`config.mk`:
```
export PLATFORM = sky130hd
export DESIGN_NAME = nanorv32_div_flat
export DESIGN_NICKNAME = d
export VERILOG_FILES = /design/src/rtl/nanorv32_div_pkg.sv /design/src/rtl/nanorv32_div_if.sv /design/src/rtl/nanorv32_div.sv /design/src/flat_wrapper.sv
export SDC_FILE = /design/constraint.sdc
export NUM_CORES = 1
export LEC_CHECK = 0
export BUFFER_PORTS_ARGS = -buffer_cell sky130_fd_sc_hd__buf_2
export CORE_ASPECT_RATIO = 0.5
export CORE_MARGIN = 5
export CORE_UTILIZATION = 55
export CTS_CLUSTER_SIZE = 10
export DETAILED_ROUTE_END_ITERATION = 8
export PLACE_DENSITY = 0.78
export SLEW_MARGIN = 20
export SYNTH_ARGS = -nofsm -noshare
export SYNTH_HDL_FRONTEND = slang
export SYNTH_SLANG_ARGS = --single-unit
```
`constraint.sdc`:
```
create_clock -name clk -period 4.95 [get_ports clk]
set_input_delay 0.7425 -clock clk [delete_from_list [all_inputs] [get_ports clk]]
set_output_delay 0.7425 -clock clk [all_outputs]
set_load 0.01 [all_outputs]
```
`src/rtl/nanorv32_div_pkg.sv`:
```
// nanorv32_div_pkg: op/state encodings, word type and RISC-V special-case results
// shared by the iterative divider and its bus interface.
package nanorv32_div_pkg;
    localparam int NANORV32_WORD_MSB = 31;

    typedef logic [NANORV32_WORD_MSB:0] word_t;

    typedef enum logic [1:0] {
        NANORV32_DIV_OP_DIV  = 2'b00,
        NANORV32_DIV_OP_DIVU = 2'b01,
        NANORV32_DIV_OP_REM  = 2'b10,
        NANORV32_DIV_OP_REMU = 2'b11
    } div_op_e;

    typedef enum logic [1:0] {
        NANORV32_DIV_STATE_IDLE = 2'd0,
        NANORV32_DIV_STATE_CALC = 2'd1,
        NANORV32_DIV_STATE_DONE = 2'd2
    } div_state_e;

    // b == 0 selects the divide-by-zero result, otherwise the signed-overflow result
    function automatic word_t div_special(logic is_rem, word_t a, word_t b);
        return (b == '0) ? (is_rem ? a : '1)
                         : (is_rem ? '0 : {1'b1, {NANORV32_WORD_MSB{1'b0}}});
    endfunction
endpackage

```
`src/rtl/nanorv32_div_if.sv`:
```
// nanorv32_div_if: start/valid handshake between the execute stage (master) and the divider (slave).
interface nanorv32_div_if;
    import nanorv32_div_pkg::*;

    logic       div_start;
    logic       div_kill;
    logic [1:0] div_op;
    word_t      div_dividend;
    word_t      div_divisor;
    logic       div_busy;
    logic       div_valid;
    word_t      div_res;

    modport master (
        output div_start, div_kill, div_op, div_dividend, div_divisor,
        input  div_busy, div_valid, div_res
    );

    modport slave (
        input  div_start, div_kill, div_op, div_dividend, div_divisor,
        output div_busy, div_valid, div_res
    );
endinterface

```
`src/rtl/nanorv32_div.sv`:
```
// nanorv32_div: iterative restoring divider for RV32M DIV/DIVU/REM/REMU, one quotient bit per cycle.
// Define NANORV32_DIV_FAST_SPECIAL_EN to finish divide-by-zero and signed overflow in one cycle.
module nanorv32_div
    import nanorv32_div_pkg::*;
#(
    parameter int NANORV32_DIV_STEPS = 32
) (
    input logic clk,
    input logic rst_n,
    nanorv32_div_if.slave bus
);
    localparam logic [4:0] LAST = 5'(NANORV32_DIV_STEPS - 1);

    div_state_e  state_q, state_d;
    logic [4:0]  cnt_q, cnt_d;
    logic [32:0] rem_q, rem_d;
    word_t       quo_q, quo_d, dvs_q, dvs_d, res_q, res_d;
    logic        is_rem_q, is_rem_d, qneg_q, qneg_d, rneg_q, rneg_d, div0_q, div0_d;

    logic        sgn_op, a_neg, b_neg, accept, last, fast, qbit, calc;
    word_t       a_mag, b_mag, quo_n, q_fin, r_fin;
    logic [33:0] sh, diff;
    logic [32:0] rem_n;

`ifdef NANORV32_DIV_FAST_SPECIAL_EN
    assign fast = accept && ((bus.div_divisor == '0) ||
                  (sgn_op && bus.div_dividend == 32'h8000_0000 && bus.div_divisor == '1));
`else
    assign fast = 1'b0;
`endif

    always_comb begin
        sgn_op   = (bus.div_op == NANORV32_DIV_OP_DIV) || (bus.div_op == NANORV32_DIV_OP_REM);
        a_neg    = sgn_op && bus.div_dividend[NANORV32_WORD_MSB];
        b_neg    = sgn_op && bus.div_divisor[NANORV32_WORD_MSB];
        a_mag    = a_neg ? -bus.div_dividend : bus.div_dividend;
        b_mag    = b_neg ? -bus.div_divisor : bus.div_divisor;
        calc     = state_q == NANORV32_DIV_STATE_CALC;
        accept   = bus.div_start && !bus.div_kill && !calc;
        last     = calc && (cnt_q == LAST);
        // trial subtract on the shifted remainder; bit 33 is the borrow
        sh       = {rem_q, quo_q[NANORV32_WORD_MSB]};
        diff     = sh - {2'b00, dvs_q};
        qbit     = !diff[33];
        rem_n    = qbit ? diff[32:0] : sh[32:0];
        quo_n    = {quo_q[NANORV32_WORD_MSB-1:0], qbit};
        q_fin    = div0_q ? '1 : (qneg_q ? -quo_n : quo_n);
        r_fin    = rneg_q ? -rem_n[NANORV32_WORD_MSB:0] : rem_n[NANORV32_WORD_MSB:0];
        state_d  = bus.div_kill ? NANORV32_DIV_STATE_IDLE
                 : accept ? (fast ? NANORV32_DIV_STATE_DONE : NANORV32_DIV_STATE_CALC)
                 : last ? NANORV32_DIV_STATE_DONE
                 : (state_q == NANORV32_DIV_STATE_DONE) ? NANORV32_DIV_STATE_IDLE
                 : state_q;
        cnt_d    = accept ? '0 : calc ? cnt_q + 5'd1 : cnt_q;
        rem_d    = accept ? '0 : calc ? rem_n : rem_q;
        quo_d    = accept ? a_mag : calc ? quo_n : quo_q;
        dvs_d    = accept ? b_mag : dvs_q;
        is_rem_d = accept ? bus.div_op[1] : is_rem_q;
        qneg_d   = accept ? a_neg ^ b_neg : qneg_q;
        rneg_d   = accept ? a_neg : rneg_q;
        div0_d   = accept ? (bus.div_divisor == '0) : div0_q;
        res_d    = fast ? div_special(bus.div_op[1], bus.div_dividend, bus.div_divisor)
                 : (last && !bus.div_kill) ? (is_rem_q ? r_fin : q_fin)
                 : res_q;
    end

    always_ff @(posedge clk or negedge rst_n) begin
        if (!rst_n) begin
            state_q  <= NANORV32_DIV_STATE_IDLE;
            cnt_q    <= '0;
            rem_q    <= '0;
            quo_q    <= '0;
            dvs_q    <= '0;
            res_q    <= '0;
            is_rem_q <= 1'b0;
            qneg_q   <= 1'b0;
            rneg_q   <= 1'b0;
            div0_q   <= 1'b0;
        end else begin
            state_q  <= state_d;
            cnt_q    <= cnt_d;
            rem_q    <= rem_d;
            quo_q    <= quo_d;
            dvs_q    <= dvs_d;
            res_q    <= res_d;
            is_rem_q <= is_rem_d;
            qneg_q   <= qneg_d;
            rneg_q   <= rneg_d;
            div0_q   <= div0_d;
        end
    end

    assign bus.div_busy  = state_q == NANORV32_DIV_STATE_CALC;
    assign bus.div_valid = state_q == NANORV32_DIV_STATE_DONE;
    assign bus.div_res   = res_q;
endmodule

```
`src/flat_wrapper.sv`:
```
// flat-port wrapper written by rule: the top's interface ports become plain ports
module nanorv32_div_flat import nanorv32_div_pkg::*;
#(
    parameter int NANORV32_DIV_STEPS = 32
)
  (clk, rst_n, bus_div_start, bus_div_kill, bus_div_op, bus_div_dividend, bus_div_divisor, bus_div_busy, bus_div_valid, bus_div_res);
  nanorv32_div_if bus_i ();
  input logic clk;
  input logic rst_n;
  input wire logic [$bits(bus_i.div_start)-1:0] bus_div_start;
  input wire logic [$bits(bus_i.div_kill)-1:0] bus_div_kill;
  input wire logic [$bits(bus_i.div_op)-1:0] bus_div_op;
  input wire logic [$bits(bus_i.div_dividend)-1:0] bus_div_dividend;
  input wire logic [$bits(bus_i.div_divisor)-1:0] bus_div_divisor;
  output wire logic [$bits(bus_i.div_busy)-1:0] bus_div_busy;
  output wire logic [$bits(bus_i.div_valid)-1:0] bus_div_valid;
  output wire logic [$bits(bus_i.div_res)-1:0] bus_div_res;
  assign bus_i.div_start = bus_div_start;
  assign bus_i.div_kill = bus_div_kill;
  assign bus_i.div_op = bus_div_op;
  assign bus_i.div_dividend = bus_div_dividend;
  assign bus_i.div_divisor = bus_div_divisor;
  assign bus_div_busy = bus_i.div_busy;
  assign bus_div_valid = bus_i.div_valid;
  assign bus_div_res = bus_i.div_res;
  nanorv32_div #(.NANORV32_DIV_STEPS(NANORV32_DIV_STEPS)) u_core (.clk(clk), .rst_n(rst_n), .bus(bus_i));
endmodule
```
* Yosys cells after proc, flatten, opt, wreduce, memory -nomap -nowiden *
Index checks and enable logic that the tools add are counted.

word-level totals
  register bits = 140
  output and inout port bits = 34
  word-level logic and storage cells = 52

cells by class
  add/sub/neg operators = 6
  equal/unequal tests = 4
  mux-type cells = 17
  bitwise logic cells = 1
  reduce and logical (&&, ||, !) cells = 14

operator list
  cell                                                                   number
  32-bit two-way mux                                                     8
  32-bit negator                                                         4
  33-bit two-way mux                                                     3
  34-bit by 32-bit subtractor with 34-bit output                         1
  32-bit logical NOT                                                     1
  5-bit two-way mux                                                      2
  2-bit two-way mux                                                      4
  1-bit logical AND                                                      6
  5-bit by 1-bit adder with 5-bit output, second input constant          1
  5-bit equality test, second input constant                             1
  2-bit equality test, second input constant                             2
  4-bit nonzero test                                                     1
  1-bit logical NOT                                                      3
  2-bit by 1-bit equality test with 1-bit output, second input constant  1
  2-bit logical NOT                                                      1
  2-bit nonzero test                                                     1
  1-bit logical OR                                                       1
  1-bit bitwise XOR                                                      1

* Depth between registers and ports, before layout *
  depth in word-level cells = 6
  mapped depth = 23
  mapped depth without buffers = 20

* Worst setup path after synthesis *
Ideal clock, no wire load.

  path type = register to register
  start point = register u_core.rem_q[7]
  end point = register u_core.res_q[26] (netlist: u_core.bus.div_res[26])
  setup time = 0.121 ns
  arrival time = 4.784 ns
  required time = 4.829 ns
  setup slack = 0.045 ns
  stages on the path, launching flop included = 22
  clock period less this slack = 4.905 ns
  cells stage by stage = dfrtp_1 -> ha_1 -> a21oi_1 -> o21ai_2 -> a32o_1 -> o311a_1 -> or3_4 -> and2_1 -> inv_2 -> buf_2 -> buf_2 -> nor2_1 -> a21oi_1 -> ha_1 -> inv_1 -> or3_1 -> nor4_1 -> a31oi_1 -> and3b_1 -> nor2_1 -> mux2_2 -> a22o_1

between the ends
  cells in the longest elaborated chain, start to end = 6
  elaborated cells between the ends (all ways) = 9
  classes of those cells = add/sub: 3; mux: 5; reduce/logical: 1

RTL lines
  element                                         RTL line            RTL
  from (decl)                                     nanorv32_div.sv:16  logic [32:0] rem_q, rem_d;
  from (signal assigned)                          nanorv32_div.sv:82  rem_q <= rem_d;
  34-bit by 32-bit subtractor with 34-bit output  nanorv32_div.sv:43  diff = sh - {2'b00, dvs_q};
  1-bit logical NOT                               nanorv32_div.sv:44  qbit = !diff[33];
  32-bit negator                                  nanorv32_div.sv:47  q_fin = div0_q ? '1 : (qneg_q ? -quo_n : quo_n);
  32-bit two-way mux (2 in series)                nanorv32_div.sv:47
  32-bit two-way mux (*)                          nanorv32_div.sv:63  : (last && !bus.div_kill) ? (is_rem_q ? r_fin : q_fin)
  to (signal assigned)                            nanorv32_div.sv:85  res_q <= res_d;
  to (decl)                                       nanorv32_div.sv:17  word_t quo_q, quo_d, dvs_q, dvs_d, res_q, res_d;

Every way passes the cells marked *; elsewhere a longest branch is shown, timed or not.
A chain may end at the register's enable or synchronous reset.

* Worst setup path in the final report *
  start point = register u_core.dvs_q[14]
  end point = register u_core.res_q[26] (netlist: u_core.bus.div_res[26])

between the ends
  cells in the longest elaborated chain, start to end = 6
  elaborated cells between the ends (all ways) = 9
  classes of those cells = add/sub: 3; mux: 5; reduce/logical: 1

RTL lines
  element                                             RTL line            RTL
  from (decl)                                         nanorv32_div.sv:17
  from (signal assigned)                              nanorv32_div.sv:84  dvs_q <= dvs_d;
  34-bit by 32-bit subtractor with 34-bit output (*)  nanorv32_div.sv:43
  1-bit logical NOT                                   nanorv32_div.sv:44
  32-bit negator                                      nanorv32_div.sv:47
  32-bit two-way mux (2 in series)                    nanorv32_div.sv:47
  32-bit two-way mux (*)                              nanorv32_div.sv:63

Marked as above.

==> impl_results.md <==
- Critical Path RT: 5.28 ns
- FP Rows: 36
- First-pass detailed-route iteration total: 6
- Final WS setup: 0.1982 ns
- Post-CTS Setup Inserts: 0
- Path depth of the worst reg2reg path: 19
- Antenna Cells: 0
- Crit path to: u_core.bus.div_res[26]$_DFFE_PN0P_
- Routed wire per std cell: 19.35 microns
- Clock Pin Slew Worst Setup and Hold Paths: 0.06 ns
- Setup crit end kind: register
- All-Layer GR Usage: 29.63%
- Register area share after synthesis: 31.62%
- Setup TNS Final: 0 ns
- Max Clk Rate: 210.4 MHz
- Die Ht: 110.4 microns
- Chip width: 210.7 microns
- Min Hold Slack: 0.4258 ns
- H-tree depth reported by CTS: 4
- Commonest non-fill, non-tap cell in the layout: nand2_1
- Slew @ Worst Pin: 1.031 ns
- PostCTS Resize Cnt: 0
- Max cap viols: 0
- Pin count of the biggest net entering global routing: 99
- Pwr dens: 613.1 nW/um^2
- Worst R2R End: u_core.bus.div_res[26]$_DFFE_PN0P_
- CTS tree: done
- Fin crit period: 4.752 ns
- Nets: 1603
- Max stage delay on crit path: 0.43 ns
- #FFs+latches synth: 140
- Hold Crit Class: primary input to async pin
- First-pass GRT wire length: 54.92 mm
- Rel. slew slack: 31.06%
- Mapped Avg Cell Area: 7.937 sq um
- Placer congestion estimate: 0.9788
- Cts hold-fix bufs: 0
- Avg Vias per Cell: 6.176
- Final hold violation count: 0
- Post-Syn Area: 11080 sq um
- Max Clock Skew: 0.009825 ns
- DR DRC count: 0
- Reg-to-Reg Start: u_core.dvs_q[14]$_DFFE_PN0P_
- Commonest register cell after synthesis: dfrtp_1
- Critical Path Start: u_core.dvs_q[14]$_DFFE_PN0P_
- Register Area: 3503 sq um
- Status: complete, no violations
- Core ar.: 19640 sq um
- Buffers on Ports: 103
- Critical Path Fanout Max: 6
- Commonest non-fill, non-tap cells in the layout: nand2_1 (170), o21ai_0 (161), dfrtp_1 (140)
- CTS Buf Count: 17
- Area Overhead vs Synth: 13.97%
- # fillers: 1714
- Total die area: 23260 sq um
- Dpl ws: 0.1058 ns
- Final setup violation count: 0
- Cell chain of the critical path: inv_1 -> ha_1 -> o21a_1 -> o211a_1 -> a32o_1 -> o311a_1 -> or3_4 -> and2_2 -> inv_2 -> mux2i_4 -> ha_1 -> inv_1 -> or3_1 -> nor4_4 -> a31oi_2 -> and3b_1 -> nor2_1 -> mux2_2 -> a22o_1
- Vias: 10940
- Worst path arrival time: 5.08 ns
- Post-synth net total: 1505
- Multi-input gate area: 7082 sq um
- Synth cell types: 77
- Cells after synthesis: 1396
- Detail Route Antenna Nets: 0
- Cell at the slowest stage of the critical path: or3_1
- Post-synth EDFFs: 0
- Final HPWL DP: 25.77 mm
- Drt total wl: 34.29 mm
- Max-slew violation count: 0
- Congestion Overflow GR: 0
- Post-synth ARST share: 100.0%
- RSZ-0062 raised after global routing: false
- Vias in the first global route: 10250
- CP Launch Type: register
- Clock tree buffer depth: 2
- Layout cell share with drive strength beyond 1: 14.34%
- Synth warn: 0
- Initial antenna violation count: 0
- Starting Density: 56.42%
- CP Class: register to register
- Root buf cell: clkbuf_16
- I/O pin count: 104
- CTS sink cnt: 140
- Skew-Pair Late Insertion Delay: 0.44 ns
- Pleak: 5.717 nW
- FF-to-FF setup slack: 0.20 ns
- Final Cycle Share: 96.00%
- Worst IR Drop VDD: 275.6 uV
- DR iter-0 viols: 1427
-- metrics by stage --
stage / total power, mW / std cells / utilization [%] / area [sq um]
2_1_floorplan: 4.836 / 1396 / - / 11080
3_3_place_gp: 6.154 / 1741 / 61.16 / 12010
3_5_place_dp: 6.206 / 1741 / 61.16 / 12010
4_1_cts: 7.532 / 1772 / 64.09 / 12590
5_1_grt: 8.209 / 1772 / 64.30 / 12630
6_report: 7.742 / 1772 / 64.30 / 12630
-- state kept, by name, summed over array words and instances (netlist names) --
name                count
u_core.bus.div_res     32
u_core.cnt_q            5
u_core.div0_q           1
u_core.dvs_q           32
u_core.is_rem_q         1
u_core.qneg_q           1
u_core.quo_q           32
u_core.rem_q           33
u_core.rneg_q           1
u_core.state_q          2
-- kinds of logic (layout without fill, tap and decap cells) --
family	Yosys count	after routing	synth area share (%)
AO/OA/AOI/OAI	479	479	26.95
AND/OR/NAND/NOR	434	434	18.27
flip-flops	140	140	31.62
XOR/XNOR	137	137	10.83
buffers and inverters	135	245	4.923
adder cells (fa/ha/maj)	39	39	4.472
multiplexers	32	32	2.936
-- critical path, delay by kind of cell, from the launching register on --
kind                     cells  cell delay, ns
buffers and inverters        3            0.24
multiplexers                 2            0.57
AO/OA/AOI/OAI                6            1.37
flip-flops                   1            0.35
AND/OR/NAND/NOR              6            1.54
adder cells (fa/ha/maj)      2            0.57
-- area by class of cell --
cell class | count | area share, %
Timing Repair Buffer | 155 | 7.223
Inverter | 59 | 1.754
Tap cell | 266 | 2.635
Multi-Input combinational cell | 1121 | 56.08
Clock buffer | 21 | 3.646
Clock inverter | 10 | 0.9214
Sequential cell | 140 | 27.74
-- Yosys cell counts, drive strengths merged (3+ instances only) --
master / n / area [sq um]
and3b: 3 / 26.28
nor4: 12 / 90.09
o21ai: 169 / 853.3
a31oi: 18 / 112.6
and3: 8 / 50.05
o31a: 3 / 26.28
or2: 5 / 31.28
inv: 58 / 217.7
mux2: 4 / 45.04
nand4: 10 / 62.56
nor3: 32 / 160.2
and2: 9 / 56.30
a41oi: 5 / 51.30
nor2: 104 / 390.4
nand3: 15 / 75.07
o31ai: 28 / 215.2
nor2b: 7 / 43.79
a21boi: 6 / 45.04
a221oi: 13 / 113.9
a211oi: 15 / 112.6
a22o: 8 / 70.07
o21a: 5 / 37.54
a21oi: 132 / 690.7
o41ai: 10 / 87.58
nor3b: 3 / 22.52
xnor2: 73 / 639.4
ha: 38 / 475.5
or4: 8 / 60.06
o211a: 3 / 30.03
dfrtp: 140 / 3503
a21o: 21 / 157.7
nand2b: 16 / 100.1
nand3b: 4 / 30.03
or3: 22 / 142.6
clkbuf: 59 / 221.5
mux2i: 28 / 280.3
o22ai: 8 / 50.05
a41o: 3 / 30.03
buf: 17 / 102.6
o21bai: 5 / 37.54
xor2: 64 / 560.5
o211ai: 10 / 75.07
nand2: 172 / 648.1
-- how the worst min path moves through the flow --
stage | from | to | slack [ns] | cells after the start
6_report | rst_n | u_core.bus.div_res[1]$_DFFE_PN0P_ | 0.43 | 1
2_1_floorplan | rst_n | u_core.bus.div_res[0]$_DFFE_PN0P_ | 0.45 | 0
3_5_place_dp | u_core.bus.div_res[7]$_DFFE_PN0P_ | u_core.bus.div_res[7]$_DFFE_PN0P_ | 0.46 | 1
5_1_grt | u_core.bus.div_res[7]$_DFFE_PN0P_ | u_core.bus.div_res[7]$_DFFE_PN0P_ | 0.49 | 1
4_1_cts | rst_n | u_core.bus.div_res[1]$_DFFE_PN0P_ | 0.45 | 1
3_3_place_gp | u_core.bus.div_res[8]$_DFFE_PN0P_ | u_core.bus.div_res[8]$_DFFE_PN0P_ | 0.46 | 1
-- metal layers --
layer | track usage (%) | vias up | share of wire [%]
met5 | 0 | - | 0
met4 | 5.640 | 0 | 1.1
met3 | 5.796 | 30 | 8.8
met2 | 44.23 | 489 | 42
met1 | 45.04 | 5219 | 48
li1 | - | 5206 | -
-- where the power goes --
part           switching, mW  internal (mW)  leakage, nW
sequential             0.289           1.36         1.81
combinational           3.02           1.79         3.63
clock                  0.511          0.765        0.279
total                   3.82           3.92         5.72
Power figures use the tool's default switching activity.
